$ cat src/rtl/uart_bus_master_if.sv
// Byte-stream and bus-side signals of uart_bus_master, grouped for port connection.
// The master modport is the bridge's view; slave is the environment (UART + fabric).
interface uart_bus_master_if #(
  parameter int unsigned ADDR_WIDTH = 32,
  parameter int unsigned DATA_WIDTH = 32
);
  logic [7:0]            i_rx_data;
  logic                  i_rx_valid;
  logic                  o_rx_ready;
  logic [7:0]            o_tx_data;
  logic                  o_tx_valid;
  logic                  i_tx_ready;
  logic                  o_bus_req;
  logic                  o_bus_rnw;
  logic [ADDR_WIDTH-1:0] o_bus_addr;
  logic [DATA_WIDTH-1:0] o_bus_wdata;
  logic                  i_bus_ack;
  logic [DATA_WIDTH-1:0] i_bus_rdata;

  modport master (
    input  i_rx_data, i_rx_valid, i_tx_ready, i_bus_ack, i_bus_rdata,
    output o_rx_ready, o_tx_data, o_tx_valid, o_bus_req, o_bus_rnw, o_bus_addr, o_bus_wdata
  );

  modport slave (
    output i_rx_data, i_rx_valid, i_tx_ready, i_bus_ack, i_bus_rdata,
    input  o_rx_ready, o_tx_data, o_tx_valid, o_bus_req, o_bus_rnw, o_bus_addr, o_bus_wdata
  );
endinterface

$ cat src/rtl/uart_bus_master.sv
// Serial-to-bus bridge: decodes 'W'/'R' byte frames, runs one bus transaction with a
// timeout, and streams the result ('K', read data, 'E' or '?') back out as bytes.
module uart_bus_master #(
  parameter int unsigned ADDR_WIDTH     = 32,
  parameter int unsigned DATA_WIDTH     = 32,
  parameter int unsigned TIMEOUT_CYCLES = 1024
) (
  input logic               clk,
  input logic               n_rst,
  uart_bus_master_if.master bus
);
  localparam int unsigned AB = ADDR_WIDTH / 8;
  localparam int unsigned DB = DATA_WIDTH / 8;
  localparam int unsigned TW = $clog2(TIMEOUT_CYCLES);

  localparam logic [7:0] CmdWrite = 8'h57;
  localparam logic [7:0] CmdRead  = 8'h52;
  localparam logic [7:0] RspOk    = 8'h4B;
  localparam logic [7:0] RspErr   = 8'h45;
  localparam logic [7:0] RspUnk   = 8'h3F;

  typedef enum logic [2:0] {StIdle, StAddr, StWdata, StBus, StResp} state_e;

  state_e                state_q, state_d;
  logic [2:0]            byte_cnt_q, byte_cnt_d;
  logic [TW-1:0]         tmo_cnt_q, tmo_cnt_d;
  logic                  rnw_q, rnw_d;
  logic [ADDR_WIDTH-1:0] addr_q, addr_d;
  logic [DATA_WIDTH-1:0] wdata_q, wdata_d;
  logic [DATA_WIDTH-1:0] resp_q, resp_d;
  logic                  rx_ready_q, rx_ready_d;
  logic                  rx_fire, tx_fire;

  assign rx_fire = bus.i_rx_valid & rx_ready_q;
  assign tx_fire = (state_q == StResp) & bus.i_tx_ready;

  always_comb begin
    state_d    = state_q;
    byte_cnt_d = byte_cnt_q;
    tmo_cnt_d  = tmo_cnt_q;
    rnw_d      = rnw_q;
    addr_d     = addr_q;
    wdata_d    = wdata_q;
    resp_d     = resp_q;
    unique case (state_q)
      StIdle: begin
        if (rx_fire) begin
          byte_cnt_d = '0;
          if (bus.i_rx_data == CmdWrite) begin
            rnw_d   = 1'b0;
            state_d = StAddr;
          end else if (bus.i_rx_data == CmdRead) begin
            rnw_d   = 1'b1;
            state_d = StAddr;
          end else begin
            resp_d     = DATA_WIDTH'(RspUnk) << (DATA_WIDTH - 8);
            byte_cnt_d = 3'd1;
            state_d    = StResp;
          end
        end
      end
      StAddr: begin
        if (rx_fire) begin
          addr_d = (addr_q << 8) | ADDR_WIDTH'(bus.i_rx_data);
          if (byte_cnt_q == 3'(AB - 1)) begin
            byte_cnt_d = '0;
            tmo_cnt_d  = '0;
            state_d    = rnw_q ? StBus : StWdata;
          end else begin
            byte_cnt_d = byte_cnt_q + 3'd1;
          end
        end
      end
      StWdata: begin
        if (rx_fire) begin
          wdata_d = (wdata_q << 8) | DATA_WIDTH'(bus.i_rx_data);
          if (byte_cnt_q == 3'(DB - 1)) begin
            byte_cnt_d = '0;
            tmo_cnt_d  = '0;
            state_d    = StBus;
          end else begin
            byte_cnt_d = byte_cnt_q + 3'd1;
          end
        end
      end
      StBus: begin
        // An ack on the final timeout cycle still counts as success.
        if (bus.i_bus_ack) begin
          if (rnw_q) begin
            resp_d     = bus.i_bus_rdata;
            byte_cnt_d = 3'(DB);
          end else begin
            resp_d     = DATA_WIDTH'(RspOk) << (DATA_WIDTH - 8);
            byte_cnt_d = 3'd1;
          end
          state_d = StResp;
        end else if (tmo_cnt_q == TW'(TIMEOUT_CYCLES - 1)) begin
          resp_d     = DATA_WIDTH'(RspErr) << (DATA_WIDTH - 8);
          byte_cnt_d = 3'd1;
          state_d    = StResp;
        end else begin
          tmo_cnt_d = tmo_cnt_q + TW'(1);
        end
      end
      StResp: begin
        if (tx_fire) begin
          resp_d     = resp_q << 8;
          byte_cnt_d = byte_cnt_q - 3'd1;
          if (byte_cnt_q == 3'd1) begin
            state_d = StIdle;
          end
        end
      end
      default: state_d = StIdle;
    endcase
    rx_ready_d = (state_d == StIdle) || (state_d == StAddr) || (state_d == StWdata);
  end

  always_ff @(posedge clk) begin
    if (!n_rst) begin
      state_q    <= StIdle;
      byte_cnt_q <= '0;
      tmo_cnt_q  <= '0;
      rnw_q      <= 1'b0;
      addr_q     <= '0;
      wdata_q    <= '0;
      resp_q     <= '0;
      rx_ready_q <= 1'b0;
    end else begin
      state_q    <= state_d;
      byte_cnt_q <= byte_cnt_d;
      tmo_cnt_q  <= tmo_cnt_d;
      rnw_q      <= rnw_d;
      addr_q     <= addr_d;
      wdata_q    <= wdata_d;
      resp_q     <= resp_d;
      rx_ready_q <= rx_ready_d;
    end
  end

  assign bus.o_rx_ready  = rx_ready_q;
  assign bus.o_tx_valid  = (state_q == StResp);
  assign bus.o_tx_data   = resp_q[DATA_WIDTH-1 -: 8];
  assign bus.o_bus_req   = (state_q == StBus);
  assign bus.o_bus_rnw   = rnw_q;
  assign bus.o_bus_addr  = addr_q;
  assign bus.o_bus_wdata = wdata_q;
endmodule

$ cat src/flat_wrapper.sv
// flat-port wrapper written by rule: the top's interface ports become plain ports
module uart_bus_master_flat 
#(
  parameter int unsigned ADDR_WIDTH     = 32,
  parameter int unsigned DATA_WIDTH     = 32,
  parameter int unsigned TIMEOUT_CYCLES = 1024
)
  (clk, n_rst, bus_i_rx_data, bus_i_rx_valid, bus_i_tx_ready, bus_i_bus_ack, bus_i_bus_rdata, bus_o_rx_ready, bus_o_tx_data, bus_o_tx_valid, bus_o_bus_req, bus_o_bus_rnw, bus_o_bus_addr, bus_o_bus_wdata);
  uart_bus_master_if #(.ADDR_WIDTH(ADDR_WIDTH), .DATA_WIDTH(DATA_WIDTH)) bus_i ();
  input logic clk;
  input logic n_rst;
  input wire logic [$bits(bus_i.i_rx_data)-1:0] bus_i_rx_data;
  input wire logic [$bits(bus_i.i_rx_valid)-1:0] bus_i_rx_valid;
  input wire logic [$bits(bus_i.i_tx_ready)-1:0] bus_i_tx_ready;
  input wire logic [$bits(bus_i.i_bus_ack)-1:0] bus_i_bus_ack;
  input wire logic [$bits(bus_i.i_bus_rdata)-1:0] bus_i_bus_rdata;
  output wire logic [$bits(bus_i.o_rx_ready)-1:0] bus_o_rx_ready;
  output wire logic [$bits(bus_i.o_tx_data)-1:0] bus_o_tx_data;
  output wire logic [$bits(bus_i.o_tx_valid)-1:0] bus_o_tx_valid;
  output wire logic [$bits(bus_i.o_bus_req)-1:0] bus_o_bus_req;
  output wire logic [$bits(bus_i.o_bus_rnw)-1:0] bus_o_bus_rnw;
  output wire logic [$bits(bus_i.o_bus_addr)-1:0] bus_o_bus_addr;
  output wire logic [$bits(bus_i.o_bus_wdata)-1:0] bus_o_bus_wdata;
  assign bus_i.i_rx_data = bus_i_rx_data;
  assign bus_i.i_rx_valid = bus_i_rx_valid;
  assign bus_i.i_tx_ready = bus_i_tx_ready;
  assign bus_i.i_bus_ack = bus_i_bus_ack;
  assign bus_i.i_bus_rdata = bus_i_bus_rdata;
  assign bus_o_rx_ready = bus_i.o_rx_ready;
  assign bus_o_tx_data = bus_i.o_tx_data;
  assign bus_o_tx_valid = bus_i.o_tx_valid;
  assign bus_o_bus_req = bus_i.o_bus_req;
  assign bus_o_bus_rnw = bus_i.o_bus_rnw;
  assign bus_o_bus_addr = bus_i.o_bus_addr;
  assign bus_o_bus_wdata = bus_i.o_bus_wdata;
  uart_bus_master #(.ADDR_WIDTH(ADDR_WIDTH), .DATA_WIDTH(DATA_WIDTH), .TIMEOUT_CYCLES(TIMEOUT_CYCLES)) u_core (.clk(clk), .n_rst(n_rst), .bus(bus_i));
endmodule
$ cat config.mk
export PLATFORM = sky130hd
export DESIGN_NAME = uart_bus_master_flat
export DESIGN_NICKNAME = d
export VERILOG_FILES = /design/src/rtl/uart_bus_master_if.sv /design/src/rtl/uart_bus_master.sv /design/src/flat_wrapper.sv
export SDC_FILE = /design/constraint.sdc
export NUM_CORES = 1
export LEC_CHECK = 0
export ABC_AREA = 1
export CAP_MARGIN = 15
export CORE_MARGIN = 2
export CORE_UTILIZATION = 50
export CTS_CLUSTER_SIZE = 14
export DETAILED_ROUTE_END_ITERATION = 10
export MAX_ROUTING_LAYER = met4
export PLACE_DENSITY = 0.85
export SETUP_SLACK_MARGIN = 0.4
export SYNTH_ARGS = -nofsm -noshare
export SYNTH_HDL_FRONTEND = slang
export SYNTH_SLANG_ARGS = --single-unit
$ cat constraint.sdc
create_clock -name clk -period 2.3 [get_ports clk]
set_input_delay 0.46 -clock clk [delete_from_list [all_inputs] [get_ports clk]]
set_output_delay 0.46 -clock clk [all_outputs]
set_load 0.02 [all_outputs]
==> results of run 1 <==
## Yosys cell counts, types with 2 or more instances
master | instances | area share
o21ai_0 | 73 | 0.071
clkbuf_1 | 14 | 0.010
ha_1 | 4 | 0.0097
nand2_4 | 2 | 0.0044
nand2_2 | 3 | 0.0036
buf_6 | 3 | 0.0066
a22oi_1 | 17 | 0.025
nand3_2 | 5 | 0.0097
a21oi_1 | 24 | 0.023
dfxtp_1 | 114 | 0.44
nor2_4 | 3 | 0.0066
nand3_1 | 45 | 0.044
buf_2 | 18 | 0.017
inv_2 | 5 | 0.0036
o21ai_1 | 2 | 0.0019
nand4_1 | 3 | 0.0036
nor2_1 | 217 | 0.16
xor2_1 | 2 | 0.0034
nand2_1 | 132 | 0.096
buf_1 | 3 | 0.0022
inv_1 | 35 | 0.025
buf_4 | 9 | 0.013
xnor2_1 | 2 | 0.0034
## per-stage QoR
step / utilization / instance area [um^2] / TNS (ps)
after floorplan: - / 5154 / 0
after global placement: 0.6286 / 6402 / 0
after detailed placement: 0.6286 / 6402 / -3.559
after CTS: 0.6844 / 6970 / 0
after global routing: 0.6916 / 7044 / 0
final: 0.6916 / 7044 / 0
## report_power, final
group          total, W  switching (W)  internal, W
Combinational  0.000604       0.000340     0.000264
Sequential      0.00211      0.0000518      0.00206
Clock           0.00261        0.00103      0.00157
Total           0.00532        0.00142      0.00390
## metal layers
layer | share of wire | wire [um]
met2 | 0.50 | 7047
met3 | 0.078 | 1111
met5 | 0 | 0
met1 | 0.41 | 5805
met4 | 0.018 | 255
## placed cells by master (no fill, tap or decap), drive strengths merged
cell type	count
dfxtp	114
a21oi	24
o211ai	1
clkbuf	17
a31oi	1
buf	27
nand2	137
clkinvlp	2
xnor2	2
o21ai	75
nand4	3
clkdlybuf4s50	43
a22oi	17
nor2	223
inv	47
a21boi	1
clkinv	4
ha	4
dlygate4sd2	74
nand3b	2
nand3	51
o22ai	1
bufinv	2
xor2	2
## tightest hold or removal path: stages
cell    delay, ps
buf_2         100
inv_1         190
nor2_1        150
## state kept, by name (all words and copies together), names as in the netlist
name and cells:
u_core.bus.o_bus_addr 32, u_core.resp_q 32, u_core.byte_cnt_q 3, u_core.bus.o_bus_wdata 32, u_core.bus.o_bus_rnw 1, u_core.state_q 3, u_core.bus.o_rx_ready 1, u_core.tmo_cnt_q 10
## repair_timing
item | in CTS | in global routing
pin swaps | 1 | 3
cloned | 1 | 1
setup endpoints to repair | 114 | 47
setup buffers | 5 | 3
hold buffers | 0 | 0
gates resized for setup | 87 | 10
## logic make-up (layout without fill, tap and decap cells)
group	count (synthesis)	count (layout)
and+or+nand+nor	414	416
AOI/OAI and AO/OA	120	120
DFF	114	114
buffers and inverters	87	216
adders and majority gates	4	4
xor gates and xnor gates	4	4
## final timing paths
path | from | depth (start not counted) | end | slack (ps)
worst max-delay path | u_core.state_q[0] | 4 | bus_o_tx_valid | 480
worst min-delay path | n_rst | 3 | u_core.state_q[0] | 420
worst max register to register | u_core.tmo_cnt_q[0] | 11 | u_core.resp_q[18] | 550
worst min register to register | u_core.resp_q[26] | 2 | u_core.resp_q[26] | 480
## cell type report
type	count	area, um^2
clock inverters	15	172.7
flip-flops and latches	114	2287
clock buffers	17	414.1
multi-input cells	544	2524
well taps	136	170.2
repair buffers	144	1324
inverters	40	152.6
fillers	851	3141
==> results.cfg, run 1 <==
[run_status]
status = complete, no violations

[drt]
postRouteAntennaNets = 0
drt-pass1-iter-count = 7
post-route-drc-count = 0
post_drt_wl_per_cell_um = 14.08
vias = 5234
drt_iter0_markers = 402
routed_wl_um = 14220
viasPerCell = 5.182

[place]
dp_slack_ps = -3.559
io_buffers = 120
gp_congestion = 0.8737
dpl.hpwl_um = 8501
dp.cells = 968

[clock_tree]
clkLatencyLatePin_ps = 530
h-tree-depth = 4
numClockSinks = 114
cts_root_buffer = clkbuf_8
cts_tree = yes
numCtsBuffers = 17
clkTransAtPathRegs_ps = 60
clk_path_buf_depth = 2

[cells_and_area]
area_growth_pct = 36.68
diodes = 0
final_cells = 1010
nNetsFinal = 910
drive_above_1_share = 0.1064

[grt]
grt_max_degree = 66
met2_usage = 0.4336
grt-busiest-layer = met2
antenna_found_initial = 0
grt_pass1_wl_um = 23120
grt_pass1_vias = 5022
gr-usage-met1 = 0.3099
track_usage = 0.2646
overflow = 0
grtUsageMet3 = 0.08844

[timing]
rsz0062_at_grt = false
post-route-worst-setup-slack_ps = 478.8
worst_pin_slew_ps = 511.9
layout_min_cycle_time_ps = 1821
hold-worst-slack_ps = 421.7
slew_headroom = 0.6588
drv_slew = 0
fin_worst_skew_ps = 9.706
setup_viol = 0
clock.fmax_ghz = 0.5491
hold_viol = 0
min_period_over_period = 0.7918

[synth]
synth_edf_count = 0
synthAdderAreaFrac = 0.009711
syn_nets = 792
synth_xor_area_frac = 0.006798
syn_area_um2 = 5154
synth_compound_area_frac = 0.1262
ys_seq_area_frac = 0.4428
synth_top_family_by_area = simple AND/OR/NAND/NOR gates
ys_ff_latch = 114
ys_types = 31
synth-simple-area-share = 0.3358
avgSynthCellArea_um2 = 6.936
ys.warnings.count = 0
netlist_instances = 743
synth_mux_area_frac = 0
ys.flop_type = dfxtp_1
async_flop_share = 0

[worst_setup_path]
cp_cell_sequence = nor2_4, nand2_4, inv_4, buf_2
crit_required_ps = 1840
path_buf_inv = 2
cp-end-kind = output pin
crit_fanout = 5
crit_family = flip-flops
crit_slowest_cell = dfxtp_2
slowest_delay_ps = 360
crit_type = register to output pin
worstPathArrival_ps = 1360
crit_path_start_kind = register

[floorplan]
die_area_um2 = 11140
dieHeight_um = 105.5
core-area_um2 = 10180
die_x_um = 105.5
num_rows = 37
io_pins = 121
start_util = 0.5060

[power]
leakage_nw = 3.459
power_density_nw_per_um2 = 755.7
vdd_drop_max_uv = 528.0
power_w = 0.005323

[run]
cap_violations = 0

[min_path]
hp-class = input pin to register
No activity file was read; power rests on OpenSTA's default activity.
==> inputs of run 2 (changes only) <==
==> constraint.sdc (replaced) <==
create_clock -name clk -period 1.9 [get_ports clk]
set_input_delay 0.38 -clock clk [delete_from_list [all_inputs] [get_ports clk]]
set_output_delay 0.38 -clock clk [all_outputs]
set_load 0.02 [all_outputs]
==> run 2 against run 1 <==
  * Clock skew grew 2.2 ps
  * Critical endpoint is now u_core.resp_q[18]
  * Via count grew 22%
  * Sequential share of layout area decreased by 3.9 points
  * Combinational power grew 89%
  * Die area did not move
  * Routed wire length rose by 53%
  * The flow now finishes with violations (setup timing)
  * Core utilization is 10 points higher
  * Global-route usage increased by 3.3 points
  * First-iteration DRC count rose by 96%
  * Worst setup slack worse by 570 ps
  * Cell area up 14%
  * Critical path depth up 9
==> results.cfg, run 2 (synthesized netlist as in run 1, its figures left out) <==
[run_status]
status = finished with violations
violations = setup timing

[min_path]
hold_depth = 3
hp-class = input pin to register

[timing]
min_period_over_period = 1.048
clock.fmax_ghz = 0.5023
hold_viol = 0
drv_slew = 0
hold-worst-slack_ps = 173.7
post-route-worst-setup-slack_ps = -90.91
slew_headroom = 0.5705
fin_worst_skew_ps = 11.86
setup_viol = 4
worst_pin_slew_ps = 643.5
rsz0062_at_grt = true
layout_min_cycle_time_ps = 1991

[worst_setup_path]
worst-r2r-setup-slack_ps = -90
crit_fanout = 8
crit_type = register to register
slowest_delay_ps = 370
path_buf_inv = 6
crit_family = simple AND/OR/NAND/NOR gates
critical_path_cell_count = 13
crit_start = u_core.state_q[1]
crit_path_start_kind = register
cp-end-kind = register
crit_slowest_cell = dfxtp_4
worstRegToRegCells = 13
cpMostUsedCell = nand2_2
crit_required_ps = 2370
cp_cell_sequence = nor2_4, nand2_2, inv_2, buf_4, nand2_2, nand2_4, buf_6, clkinv_8, buf_12, buf_16, nand3_2, nand2_1, nor2_1
reg2reg_from = u_core.state_q[1]
cp-endpoint = u_core.resp_q[18]
worstPathArrival_ps = 2460
worst_r2r_endpoint = u_core.resp_q[18]

[floorplan]
dieHeight_um = 105.5
die_x_um = 105.5
num_rows = 37
io_pins = 121
die_area_um2 = 11140
core-area_um2 = 10180
start_util = 0.5060

[drt]
drt-pass1-iter-count = 8
route.met2.wl_um = 9897
vias = 6389
wirelength_met1_um = 7729
postRouteAntennaNets = 0
post_drt_wl_per_cell_um = 20.30
post-route-drc-count = 0
routed_wl_um = 21800
drt_iter0_markers = 786
viasPerCell = 5.949
top_layer_used = met4
wl_met3_um = 2375

[grt]
overflow = 0
grt_max_degree = 64
track_usage = 0.2978
antenna_found_initial = 0
grt_pass1_wl_um = 25790
grt_pass1_vias = 5474

[place]
dp_slack_ps = -399.0
io_buffers = 120
dpl.hpwl_um = 8841
gp_congestion = 0.8977

[power]
vdd_drop_max_uv = 799.7
leakage_nw = 3.813
power_density_nw_per_um2 = 844.4

[cells_and_area]
finish.utilization = 0.7918
nNetsFinal = 974
register_area_um2 = 2302
final_cell_mix = nor2_1, dfxtp_1, nand2_1
multi_input_area_um2 = 3009
area_growth_pct = 56.47
fillerInstances = 578
drive_above_1_share = 0.3465
diodes = 0
layout_commonest_cell = nor2_1

[clock_tree]
numClockSinks = 114
numCtsBuffers = 17
clkTransAtPathRegs_ps = 70
clkLatencyLatePin_ps = 540
cts_tree = yes
clk_path_buf_depth = 2
cts_root_buffer = clkbuf_8
h-tree-depth = 4

[run]
cap_violations = 0
## run 2: changes by cell type in the layout (fill, tap and decap cells not counted), moves of 22 or more
| cell | delta |
|---|---|
| dlygate4sd2_1 | -74 |
| buf_4 | +26 |
| buf_6 | +30 |
| nand2_1 | -30 |
| nand3_1 | -22 |
| buf_2 | +69 |
## run 2: metal layers
metal  GRT usage  up-vias
li1            -     2753
met1      0.3326     2958
met2      0.4912      501
met3     0.08225      177
met4      0.1466        0
met5           -        -
## run 2: how the worst min path moves through the flow
stage / to / slack, ps / from
detailed placement: u_core.resp_q[30] / 470 / u_core.resp_q[30]
global route: u_core.bus.o_bus_addr[24] / 190 / n_rst
global placement: u_core.resp_q[30] / 460 / u_core.resp_q[30]
floorplan: u_core.resp_q[18] / 460 / u_core.resp_q[18]
CTS: u_core.bus.o_bus_addr[24] / 160 / n_rst
finish: u_core.bus.o_bus_addr[24] / 170 / n_rst
## run 2: area by class of cell
| type | count | area share |
|---|---|---|
| Multi-Input combinational cell | 544 | 0.3732 |
| Sequential cell | 114 | 0.2855 |
| Timing Repair Buffer | 208 | 0.2287 |
| Clock buffer | 17 | 0.05136 |
| Inverter | 40 | 0.02141 |
| Tap cell | 136 | 0.02110 |
| Clock inverter | 15 | 0.01877 |
## run 2: where the power goes
group / internal (W) / switching (W)
sequential: 0.00249 / 0.0000940
combinational: 0.000486 / 0.000658
clock: 0.00177 / 0.00131
total: 0.00475 / 0.00206
## run 2: per-stage QoR
stage	instances	total power [W]	area, um^2	TNS, ps
3_5_place_dp	995	0.003292	6646	-11910
5_1_grt	1074	0.006946	8064	-108.4
3_3_place_gp	995	0.003276	6646	-10720
2_1_floorplan	743	0.003068	5165	0
6_report	1074	0.006810	8064	-134.2
4_1_cts	1050	0.006391	7330	0
## run 2: repair_timing
item | 4_1_cts | 5_1_grt
cloned | 5 | 6
buffers inserted | 18 | 18
gates resized for setup | 355 | 142
endpoints found under the setup margin | 123 | 92
hold buffers | 0 | 0
pin swaps | 27 | 58
## run 2: worst register-to-register path, delay by kind of cell, from the launching register on
| kind | cells | cell delay [ps] |
|---|---|---|
| flip-flops | 1 | 370 |
| buffers and inverters | 6 | 700 |
| AND/OR/NAND/NOR | 7 | 840 |
